### src/rtl/multicycle_control_unit.sv
// -----------------------------------------------------------------------------
// multicycle_control_unit
//
// Control FSM for a multicycle MIPS-style datapath. It sequences fetch, decode,
// memory access, ALU execution, branches and jumps. It also supervises memory
// handshakes with a stall watchdog, and it latches a sticky error that only
// reset clears.
//
// Parameters
//   WAIT_LIMIT  consecutive memory stall cycles tolerated (0 = no watchdog)
//   ENABLE_JAL  1 = jal supported, 0 = jal decodes as an illegal opcode
//
// Ports
//   clk, reset          clock and synchronous active-high reset
//   op, funct           instruction register fields
//   mem_ready           memory completes the current request this cycle
//   mem_req, mem_write  memory request / write qualifier
//   iord                memory address select (0 PC, 1 ALU result register)
//   ir_write, pc_write  instruction register / unconditional PC load
//   branch              00 none, 01 beq, 11 bne
//   pc_src              00 ALU result, 01 ALU output register, 10 jump target
//   alu_src_a           0 PC, 1 register A
//   alu_src_b           00 B, 01 4, 10 imm, 11 imm<<2
//   shamt_sel           ALU A operand is the zero-extended shamt
//   alu_op              00 add, 01 sub, 10 funct-directed
//   reg_write, reg_dst  register write enable, 0 rt / 1 rd
//   reg_ra              destination register is $31
//   mem_to_reg          write-back data comes from the memory data register
//   pc_to_reg           write-back data is the return address
//   instr_done          pulse on the final cycle of each instruction
//   err, err_code       sticky error, 01 illegal opcode / 10 memory timeout
//
// All outputs are decoded from the current state. They are not registered,
// because the FETCH and MEM_WRITE strobes must follow mem_ready in the same
// cycle, and reset must silence every output while it is high.
// -----------------------------------------------------------------------------
module multicycle_control_unit #(
  parameter int WAIT_LIMIT = 16,
  parameter int ENABLE_JAL = 1
) (
  input  logic       clk,
  input  logic       reset,
  input  logic [5:0] op,
  input  logic [5:0] funct,
  input  logic       mem_ready,
  output logic       mem_req,
  output logic       mem_write,
  output logic       iord,
  output logic       ir_write,
  output logic       pc_write,
  output logic [1:0] branch,
  output logic [1:0] pc_src,
  output logic       alu_src_a,
  output logic [1:0] alu_src_b,
  output logic       shamt_sel,
  output logic [1:0] alu_op,
  output logic       reg_write,
  output logic       reg_dst,
  output logic       reg_ra,
  output logic       mem_to_reg,
  output logic       pc_to_reg,
  output logic       instr_done,
  output logic       err,
  output logic [1:0] err_code
);

  // Opcodes
  localparam logic [5:0] OP_RTYPE = 6'b000000;
  localparam logic [5:0] OP_J     = 6'b000010;
  localparam logic [5:0] OP_JAL   = 6'b000011;
  localparam logic [5:0] OP_BEQ   = 6'b000100;
  localparam logic [5:0] OP_BNE   = 6'b000101;
  localparam logic [5:0] OP_LW    = 6'b100011;
  localparam logic [5:0] OP_SW    = 6'b101011;

  localparam logic [1:0] CODE_ILLEGAL = 2'b01;
  localparam logic [1:0] CODE_TIMEOUT = 2'b10;

  // The counter only has to reach WAIT_LIMIT. Keep it at least one bit wide.
  localparam int            CW       = (WAIT_LIMIT < 1) ? 1 : $clog2(WAIT_LIMIT + 1);
  localparam logic [CW-1:0] LIMIT    = CW'(WAIT_LIMIT);
  localparam logic          WATCHDOG = (WAIT_LIMIT > 0);

  typedef enum logic [3:0] {
    FETCH     = 4'd0,
    DECODE    = 4'd1,
    MEM_ADR   = 4'd2,
    MEM_READ  = 4'd3,
    MEM_WB    = 4'd4,
    MEM_WRITE = 4'd5,
    EXECUTE   = 4'd6,
    ALU_WB    = 4'd7,
    BRANCH    = 4'd8,
    ADDI_EX   = 4'd9,
    ADDI_WB   = 4'd10,
    JUMP      = 4'd11,
    JAL       = 4'd12,
    ERROR     = 4'd13
  } state_t;

  state_t        state;
  state_t        next_state;
  logic [CW-1:0] wait_cnt;
  logic [CW-1:0] wait_cnt_next;
  logic [CW-1:0] wait_inc;
  logic [1:0]    fault_code;
  logic [1:0]    fault_code_next;
  logic          mem_state;
  logic          stall;
  logic          timeout;

  // Memory handshake bookkeeping shared by the next-state logic and the counter
  always_comb begin
    mem_state = (state == FETCH) || (state == MEM_READ) || (state == MEM_WRITE);
    stall     = mem_state && !mem_ready;
    wait_inc  = wait_cnt + CW'(1'b1);
    // A timeout fires on the stall cycle that brings the count up to the limit.
    // A mem_ready in that cycle is not a stall, so completion always wins.
    timeout   = WATCHDOG && stall && (wait_inc == LIMIT);
    if (WATCHDOG && stall && !timeout) begin
      // A stall never changes state, so the count only grows within one request.
      wait_cnt_next = wait_inc;
    end else begin
      wait_cnt_next = '0;
    end
  end

  // State, stall counter and error-code registers
  always_ff @(posedge clk) begin
    if (reset) begin
      state      <= FETCH;
      wait_cnt   <= '0;
      fault_code <= 2'b00;
    end else begin
      state      <= next_state;
      wait_cnt   <= wait_cnt_next;
      fault_code <= fault_code_next;
    end
  end

  // Next-state selection
  always_comb begin
    next_state      = state;
    fault_code_next = fault_code;
    case (state)
      FETCH: begin
        if (mem_ready) begin
          next_state = DECODE;
        end else if (timeout) begin
          next_state      = ERROR;
          fault_code_next = CODE_TIMEOUT;
        end else begin
          next_state = FETCH;
        end
      end
      DECODE: begin
        casez (op)
          OP_LW, OP_SW:    next_state = MEM_ADR;
          OP_RTYPE:        next_state = EXECUTE;
          OP_BEQ, OP_BNE:  next_state = BRANCH;
          6'b00100?:       next_state = ADDI_EX;   // addi and addiu
          OP_J:            next_state = JUMP;
          OP_JAL: begin
            if (ENABLE_JAL != 0) begin
              next_state = JAL;
            end else begin
              next_state      = ERROR;
              fault_code_next = CODE_ILLEGAL;
            end
          end
          default: begin
            next_state      = ERROR;
            fault_code_next = CODE_ILLEGAL;
          end
        endcase
      end
      MEM_ADR: begin
        // Only lw and sw reach here, and op stays stable until completion.
        if (op == OP_SW) begin
          next_state = MEM_WRITE;
        end else begin
          next_state = MEM_READ;
        end
      end
      MEM_READ: begin
        if (mem_ready) begin
          next_state = MEM_WB;
        end else if (timeout) begin
          next_state      = ERROR;
          fault_code_next = CODE_TIMEOUT;
        end else begin
          next_state = MEM_READ;
        end
      end
      MEM_WRITE: begin
        if (mem_ready) begin
          next_state = FETCH;
        end else if (timeout) begin
          next_state      = ERROR;
          fault_code_next = CODE_TIMEOUT;
        end else begin
          next_state = MEM_WRITE;
        end
      end
      EXECUTE:  next_state = ALU_WB;
      ADDI_EX:  next_state = ADDI_WB;
      MEM_WB, ALU_WB, BRANCH, ADDI_WB, JUMP, JAL: next_state = FETCH;
      ERROR:    next_state = ERROR;                // held until reset
      default: begin
        // Unreachable encodings recover into a clean fetch.
        next_state      = FETCH;
        fault_code_next = 2'b00;
      end
    endcase
  end

  // Control word decode; everything not named for a state stays zero
  always_comb begin
    mem_req    = 1'b0;
    mem_write  = 1'b0;
    iord       = 1'b0;
    ir_write   = 1'b0;
    pc_write   = 1'b0;
    branch     = 2'b00;
    pc_src     = 2'b00;
    alu_src_a  = 1'b0;
    alu_src_b  = 2'b00;
    shamt_sel  = 1'b0;
    alu_op     = 2'b00;
    reg_write  = 1'b0;
    reg_dst    = 1'b0;
    reg_ra     = 1'b0;
    mem_to_reg = 1'b0;
    pc_to_reg  = 1'b0;
    instr_done = 1'b0;
    err        = 1'b0;
    err_code   = 2'b00;
    if (reset) begin
      // While reset is high the datapath sees an all-zero control word.
      mem_req = 1'b0;
      err     = 1'b0;
    end else begin
      case (state)
        FETCH: begin
          mem_req   = 1'b1;
          alu_src_b = 2'b01;
          // IR and PC load only when the fetched word actually arrives.
          ir_write  = mem_ready;
          pc_write  = mem_ready;
        end
        DECODE: begin
          alu_src_b = 2'b11;
        end
        MEM_ADR: begin
          alu_src_a = 1'b1;
          alu_src_b = 2'b10;
        end
        MEM_READ: begin
          mem_req = 1'b1;
          iord    = 1'b1;
        end
        MEM_WB: begin
          reg_write  = 1'b1;
          mem_to_reg = 1'b1;
          instr_done = 1'b1;
        end
        MEM_WRITE: begin
          mem_req    = 1'b1;
          mem_write  = 1'b1;
          iord       = 1'b1;
          instr_done = mem_ready;
        end
        EXECUTE: begin
          alu_src_a = 1'b1;
          alu_op    = 2'b10;
          // funct 000000 is sll; the shift amount replaces register A.
          shamt_sel = (funct == 6'b000000);
        end
        ALU_WB: begin
          reg_write  = 1'b1;
          reg_dst    = 1'b1;
          instr_done = 1'b1;
        end
        BRANCH: begin
          alu_src_a  = 1'b1;
          alu_op     = 2'b01;
          pc_src     = 2'b01;
          branch     = (op == OP_BNE) ? 2'b11 : 2'b01;
          instr_done = 1'b1;
        end
        ADDI_EX: begin
          alu_src_a = 1'b1;
          alu_src_b = 2'b10;
        end
        ADDI_WB: begin
          reg_write  = 1'b1;
          instr_done = 1'b1;
        end
        JUMP: begin
          pc_write   = 1'b1;
          pc_src     = 2'b10;
          instr_done = 1'b1;
        end
        JAL: begin
          pc_write   = 1'b1;
          pc_src     = 2'b10;
          reg_write  = 1'b1;
          reg_ra     = 1'b1;
          pc_to_reg  = 1'b1;
          instr_done = 1'b1;
        end
        ERROR: begin
          err      = 1'b1;
          err_code = fault_code;
        end
        default: begin
          err = 1'b0;
        end
      endcase
    end
  end

endmodule

### config.mk
export PLATFORM = sky130hd
export DESIGN_NAME = multicycle_control_unit
export DESIGN_NICKNAME = d
export VERILOG_FILES = /design/src/rtl/multicycle_control_unit.sv
export SDC_FILE = /design/constraint.sdc
export NUM_CORES = 1
export LEC_CHECK = 0
export ABC_AREA = 1
export ABC_CLOCK_PERIOD_IN_PS = 5100
export CAP_MARGIN = 20
export CORE_MARGIN = 2
export CORE_UTILIZATION = 35
export DETAILED_ROUTE_END_ITERATION = 10
export GPL_TIMING_DRIVEN = 0
export HOLD_SLACK_MARGIN = 0.05
export SLEW_MARGIN = 10
export SYNTH_ARGS = -nofsm -noshare
export SYNTH_HDL_FRONTEND = slang
export SYNTH_SLANG_ARGS = --single-unit
### constraint.sdc
create_clock -name clk -period 5.1 [get_ports clk]
set_input_delay 1.53 -clock clk [delete_from_list [all_inputs] [get_ports clk]]
set_output_delay 1.53 -clock clk [all_outputs]
set_load 0.01 [all_outputs]
==> results of run 1 <==
==> per-layer routing <==
metal,vias to the layer above,track usage,share of wire
met1,565,0.2487,0.50
met5,-,0,0
met2,28,0.2660,0.44
met3,4,0.02731,0.049
met4,0,0.03727,0.0093
li1,725,-,-
==> kinds of logic (layout without fill, tap and decap cells) <==
family	after synthesis	count (layout)	share of synthesized area
AO/OA/AOI/OAI	14	14	0.07229
adder cells (fa/ha/maj)	2	2	0.02190
buffers and inverters	38	80	0.1336
flip-flops	11	11	0.1928
AND/OR/NAND/NOR	139	139	0.5794
==> layout make-up <==
cell class	count	area, um^2	area share
Timing Repair Buffer	38	380.4	0.2369
Clock buffer	4	26.28	0.01637
Inverter	34	130.1	0.08106
Buffer	4	23.77	0.01481
Tap cell	44	55.05	0.03429
Multi-Input combinational cell	155	769.5	0.4793
Sequential cell	11	220.2	0.1372
==> flip-flops by register name, indices dropped and copies added, names as in the netlist <==
name,count
wait_cnt,5
state,4
fault_code,2
==> per-stage QoR <==
| step | instance area, um^2 | utilization |
|---|---|---|
| after floorplan | 1142 | - |
| after global placement | 1578 | 0.5126 |
| after detailed placement | 1578 | 0.5126 |
| after CTS | 1605 | 0.5215 |
| after global routing | 1605 | 0.5215 |
| final | 1605 | 0.5215 |
==> worst paths after layout <==
path         cells after the start     startpoint             to  slack (ns)
max                              6          reset      pc_src[0]         0.1
min                              2  fault_code[0]  fault_code[0]        0.47
max reg2reg                     11    wait_cnt[0]  fault_code[1]        3.49
min reg2reg                      2  fault_code[0]  fault_code[0]        0.47
==> worst max-delay path: cells and delay by family <==
| kind | cells | cell delay [ns] |
|---|---|---|
| buffers and inverters | 5 | 1.85 |
| and+or+nand+nor | 1 | 0.09 |
==> layout by cell type, fill, tap and decap left out, types with 3 or more instances in the layout <==
| master | n |
|---|---|
| o211ai_1 | 3 |
| nor3_1 | 5 |
| clkdlybuf4s50_1 | 38 |
| nand3_1 | 15 |
| inv_1 | 30 |
| nor2_4 | 3 |
| nand4_1 | 3 |
| nand2_2 | 4 |
| nand2_1 | 51 |
| clkbuf_4 | 3 |
| nor2_2 | 9 |
| nor2_1 | 39 |
| a21oi_1 | 7 |
| dfxtp_1 | 11 |
==> report_power, final <==
part           total [mW]  leakage (nW)  switching [mW]  internal (mW)
Clock              0.0609        0.0150          0.0306         0.0303
Sequential          0.114        0.0897          0.0146         0.0997
Combinational       0.209         0.650           0.120         0.0891
==> impl_results.md, run 1 <==
- Status: finished, final reports clean
- Maximum clock path buffer count: 2
- Initial antenna violation count: 0
- Synth top cells by count: nand2_1, nor2_1, inv_1
- First-pass GRT wire length: 4899 um
- PD cells: 239.5 nW/um^2
- Setup bufs post-CTS: 0
- DP Worst Slack: -0.03063 ns
- DR vias: 1322
- Resized Gates After CTS: 1
- Top-count cell post-synth: nand2_1
- Hold violation count in the final report: 0
- Post-synth EDFFs: 0
- Crit path time final: 5.002 ns
- Non-filler cells, final: 290
- Root buf cell: clkbuf_4
- Total grt overflow: 0
- YS warnings: 0
- IO Count: 39
- Total GRT Usage: 0.1710
- Yosys cell types: 27
- Worst slew margin: 0.6673
- Placed Instances: 286
- Unrepaired setup endpoints after global routing: false
- Final wirelength: 2906 um
- Nets@finish: 264
- Cell Rows: 20
- WHS: roughly 0.47 ns
- CP Class: input port to output port
- Input/output buffers: 38
- Filler cells: 338
- Crit-path max FO: 10
- Drt drc: 0
- WL per Instance: 10.02 um
- Critical Path Source Type: input port
- Die Span X: between 60 and 70 um
- DR vias/cell: 4.559
- Final setup skew: about 0.00088 ns
- Net Count, Synth: 221
- CTS tree: yes
- Total of max-cap violations: 0
- Worst path most repeated cell: clkdlybuf4s50_1
- CP arrival: 3.47 ns
- Total Power: slightly below 0.4 mW
- Hold_buf cts: 0
- Yosys reg bits: 11
- Clock transition at the registers of the reported paths: 0.07 ns
- Worst-Skew Late Latency: 0.27 ns
- Synth area leader: dfxtp_1
- Placer Congestion: about 0.8
- Die span in y: 61.13 um
- Tcrit/Tclk final: 0.9809
- Fmax achieved: 199.9 MHz
- Setup TNS: 0 ns
- Starting DRT DRC Count: around 50
- CTS Buf Count: 3
- CP endpoint kind: output port
- Final HPWL DP: about 2400 um
- Mean area per synthesized cell: 5.600 um^2
- Worst-path cell chain: clkdlybuf4s50_1 > buf_1 > clkbuf_2 > nor2_1 > buf_4 > clkdlybuf4s50_1
- Share of async-settable or async-resettable flops after synthesis: 0
- Initial Util: 0.3711
- Peak supply drop: 121.3 uV
- CP Data Required Time: roughly 3.6 ns
- Die area: 3737 um^2
- Final worst slack: slightly below 0.1 ns
- H-tree depth: 1
- Antenna diode count: 0
- Worst Hold Class: register to register
- Total clock sinks: 11
- Seq/Total Area, Yosys: 0.1928
- Core ar.: 3078 um^2
- Detailed Routing Iterations Pass 1: 4
- Ranking of synthesized cells by area: dfxtp_1, nand2_1, nor2_1
- Layout cells sized above 1: 0.1220
- Slew Viols, Final: 0
- Synth top area share: 0.1928
- Synth Instances: slightly above 200
- Synthesis-to-layout area growth: 40.53%
- ANT nets after route: 0
- Cell at the slowest stage of the critical path: clkdlybuf4s50_1
- Vias in the first global route: 1129
- Leakage power: 0.7544 nW
- Primary FF master, synth: dfxtp_1
- Finish-stage setup viols: 0
- Pin slew with the least headroom to its limit: 0.4991 ns
- Cell Area, Synth: ~1100 um^2
- Largest net degree at the start of global routing: 11
- Worst path max stage delay: 0.52 ns
(Power assumes the default switching activity.)
==> run 2, diff against run 1 <==
--- a/config.mk
+++ b/config.mk
@@ -13,6 +13,7 @@
 export DETAILED_ROUTE_END_ITERATION = 10
 export GPL_TIMING_DRIVEN = 0
 export HOLD_SLACK_MARGIN = 0.05
+export PLACE_DENSITY = 0.64
 export SLEW_MARGIN = 10
 export SYNTH_ARGS = -nofsm -noshare
 export SYNTH_HDL_FRONTEND = slang
==> run 2 against run 1 <==
  * Via count increased by 1.8%
  * Die area unchanged
  * Sequential share of layout area about the same
  * Non-clock buffer count decreased by 1
  * Largest power group unchanged
==> impl_results.md, run 2 (same netlist as run 1, synthesis figures left out) <==
- Pin slew with the least headroom to its limit: 0.4883 ns (was 0.4991 ns)
- Crit path time final: 4.978 ns (was 5.002 ns)
- Non-filler cells, final: 289 (was 290)
- Filler cells: 342 (was 338)
- Seq pwr share: 0.298 (was 0.297)
- Slew Viols, Final: 0 (unchanged)
- Vias in the first global route: 1125 (was 1129)
- Commonest non-fill, non-tap cell in the layout: nand2_1 (unchanged)
- Hold depth: 2 (unchanged)
- CP Data Required Time: 3.57 ns (about the same)
- CP endpoint kind: output port (unchanged)
- Total of max-cap violations: 0 (unchanged)
- Status: finished, final reports clean (unchanged)
- PD cells: 242.1 nW/um^2 (was 239.5 nW/um^2)
- Largest Register: wait_cnt (unchanged)
- Worst Hold Class: register to register (unchanged)
- Hold violation count in the final report: 0 (unchanged)
- Final wirelength: 2950 um (was 2906 um)
- Max reg flops: 5 (unchanged)
- IO Count: 39 (unchanged)
- Pint: 0.2188 mW (was 0.2191 mW)
- CP startpoint: reset (unchanged)
- Die Span X: 61.13 um (unchanged)
- H-tree depth: 1 (unchanged)
- Resized Gates After CTS: 0 (was 1)
- Setup TNS: 0 ns (unchanged)
- Clock share of power: 0.162 (was 0.158)
- Clock transition at the registers of the reported paths: 0.08 ns (was 0.07 ns)
- WL per Instance: 10.21 um (was 10.02 um)
- Die span in y: 61.13 um (unchanged)
- ANT nets after route: 0 (unchanged)
- Hold path startpoint: fault_code[0] (unchanged)
- Switching part of the total: 0.4353 (was 0.4301)
- Drt drc: 0 (unchanged)
- Root buf cell: clkbuf_4 (unchanged)
- Critical Path Source Type: input port (unchanged)
- Input/output buffers: 38 (unchanged)
- Most frequent cells in the layout: nand2_1, nor2_1, clkdlybuf4s50_1 (unchanged)
- Registers with the most flip-flops: wait_cnt (5), state (4), fault_code (2) (unchanged)
- Antenna diode count: 0 (unchanged)
- Final setup skew: 0.0004634 ns (was 0.0008782 ns)
- Detailed Routing Iterations Pass 1: 4 (unchanged)
- R2R cell count: 11 (unchanged)
- Final HPWL DP: 2437 um (was 2435 um)
- Synthesis-to-layout area growth: 40.09% (was 40.53%)
- Unrepaired setup endpoints after global routing: false (unchanged)
- WHS: 0.4712 ns (was 0.4677 ns)
- Initial antenna violation count: 0 (unchanged)
- NetSw: 0.1687 mW (was 0.1654 mW)
- DR vias/cell: 4.657 (was 4.559)
- DR vias: 1346 (was 1322)
- Tcrit/Tclk final: 0.9761 (was 0.9809)
- Sequential Area: 220.2 um^2 (unchanged)
- Multi-input gate area: 769.5 um^2 (unchanged)
- Die area: 3737 um^2 (unchanged)
- Worst slew margin: 0.6735 (was 0.6673)
- Worst R2R Setup Slack: 3.50 ns (was 3.49 ns)
- Leakage power: 0.7502 nW (was 0.7544 nW)
- CP arrival: 3.45 ns (was 3.47 ns)
- Fmax achieved: 200.9 MHz (was 199.9 MHz)
- Nets@finish: 263 (was 264)
- Placed Instances: 286 (unchanged)
- Logic gate share of total power: 0.539 (was 0.544)
- Largest net degree at the start of global routing: 13 (was 11)
- CTS tree: yes (unchanged)
- CTS Buf Count: 3 (unchanged)
- First-pass GRT wire length: 4726 um (was 4899 um)
- Total GRT Usage: 0.1651 (was 0.1710)
- Crit-path max FO: 12 (was 10)
- Worst-Skew Late Latency: 0.27 ns (about the same)
- Total grt overflow: 0 (unchanged)
- Layout cells sized above 1: 0.1184 (was 0.1220)
- Total clock sinks: 11 (unchanged)
- Finish-stage setup viols: 0 (unchanged)
- Core ar.: 3078 um^2 (unchanged)
- R2r startpoint: wait_cnt[0] (unchanged)
- Placer Congestion: 0.7904 (was 0.8049)
- Maximum clock path buffer count: 2 (unchanged)
- Cell Rows: 20 (unchanged)
- CP Class: input port to output port (unchanged)
- Starting DRT DRC Count: 34 (was 51)
- Peak supply drop: 92.46 uV (was 121.3 uV)
- Initial Util: 0.3711 (unchanged)
-- run 2: cell count changes in the layout (fill, tap and decap cells not counted), sizes merged --
cell / before / now
buf: 3 / 2
-- run 2: repair_timing --
item	CTS	global route
setup endpoints to repair	1	0
buffers inserted	0	0
endpoints found under the hold margin	0	0
hold buffers	0	0
-- run 2: power by group through the flow --
stage | clock network [mW] | registers (mW) | logic [mW]
floorplan | 0 | 0.114 | 0.145
global placement | 0 | 0.117 | 0.210
detailed placement | 0 | 0.117 | 0.210
CTS | 0.0653 | 0.115 | 0.210
global route | 0.0691 | 0.118 | 0.234
finish | 0.0629 | 0.116 | 0.209
-- run 2: worst paths after layout --
check / end
min reg2reg: fault_code[0]
max: pc_src[0]
max reg2reg: fault_code[1]
min: fault_code[0]
-- run 2: area by class of cell --
type / count / share of cell area
buffer: 3 / 0.01173
timing repair buffer: 38 / 0.2377
multi-input combinational: 155 / 0.4808
inverter: 34 / 0.08131
tap: 44 / 0.03440
clock buffer: 4 / 0.01642
sequential: 11 / 0.1376
-- run 2: worst max-delay path, cell delays in order --
cell	delay, ns
clkdlybuf4s50_1	0.77
clkbuf_1	0.42
nor2_1	0.12
buf_4	0.15
clkdlybuf4s50_1	0.46
-- run 2: per-layer routing --
| layer | share of wire | vias to the layer above | track usage |
|---|---|---|---|
| met5 | 0 | - | 0 |
| met3 | 0.064 | 2 | 0.03151 |
| li1 | - | 725 | - |
| met2 | 0.46 | 43 | 0.2751 |
| met1 | 0.47 | 576 | 0.2246 |
| met4 | 0.0024 | 0 | 0.02795 |
-- run 2: through the flow --
stage / power (mW) / utilization / setup WS (ns) / area [um^2]
6_report: 0.3875 / 0.5199 / 0.1220 / 1600
5_1_grt: 0.4216 / 0.5199 / 0.01798 / 1600
4_1_cts: 0.3907 / 0.5199 / 0.1069 / 1600
3_5_place_dp: 0.3267 / 0.5126 / -0.04931 / 1578
3_3_place_gp: 0.3268 / 0.5126 / -0.07214 / 1578
2_1_floorplan: 0.2593 / - / 1.190 / 1142
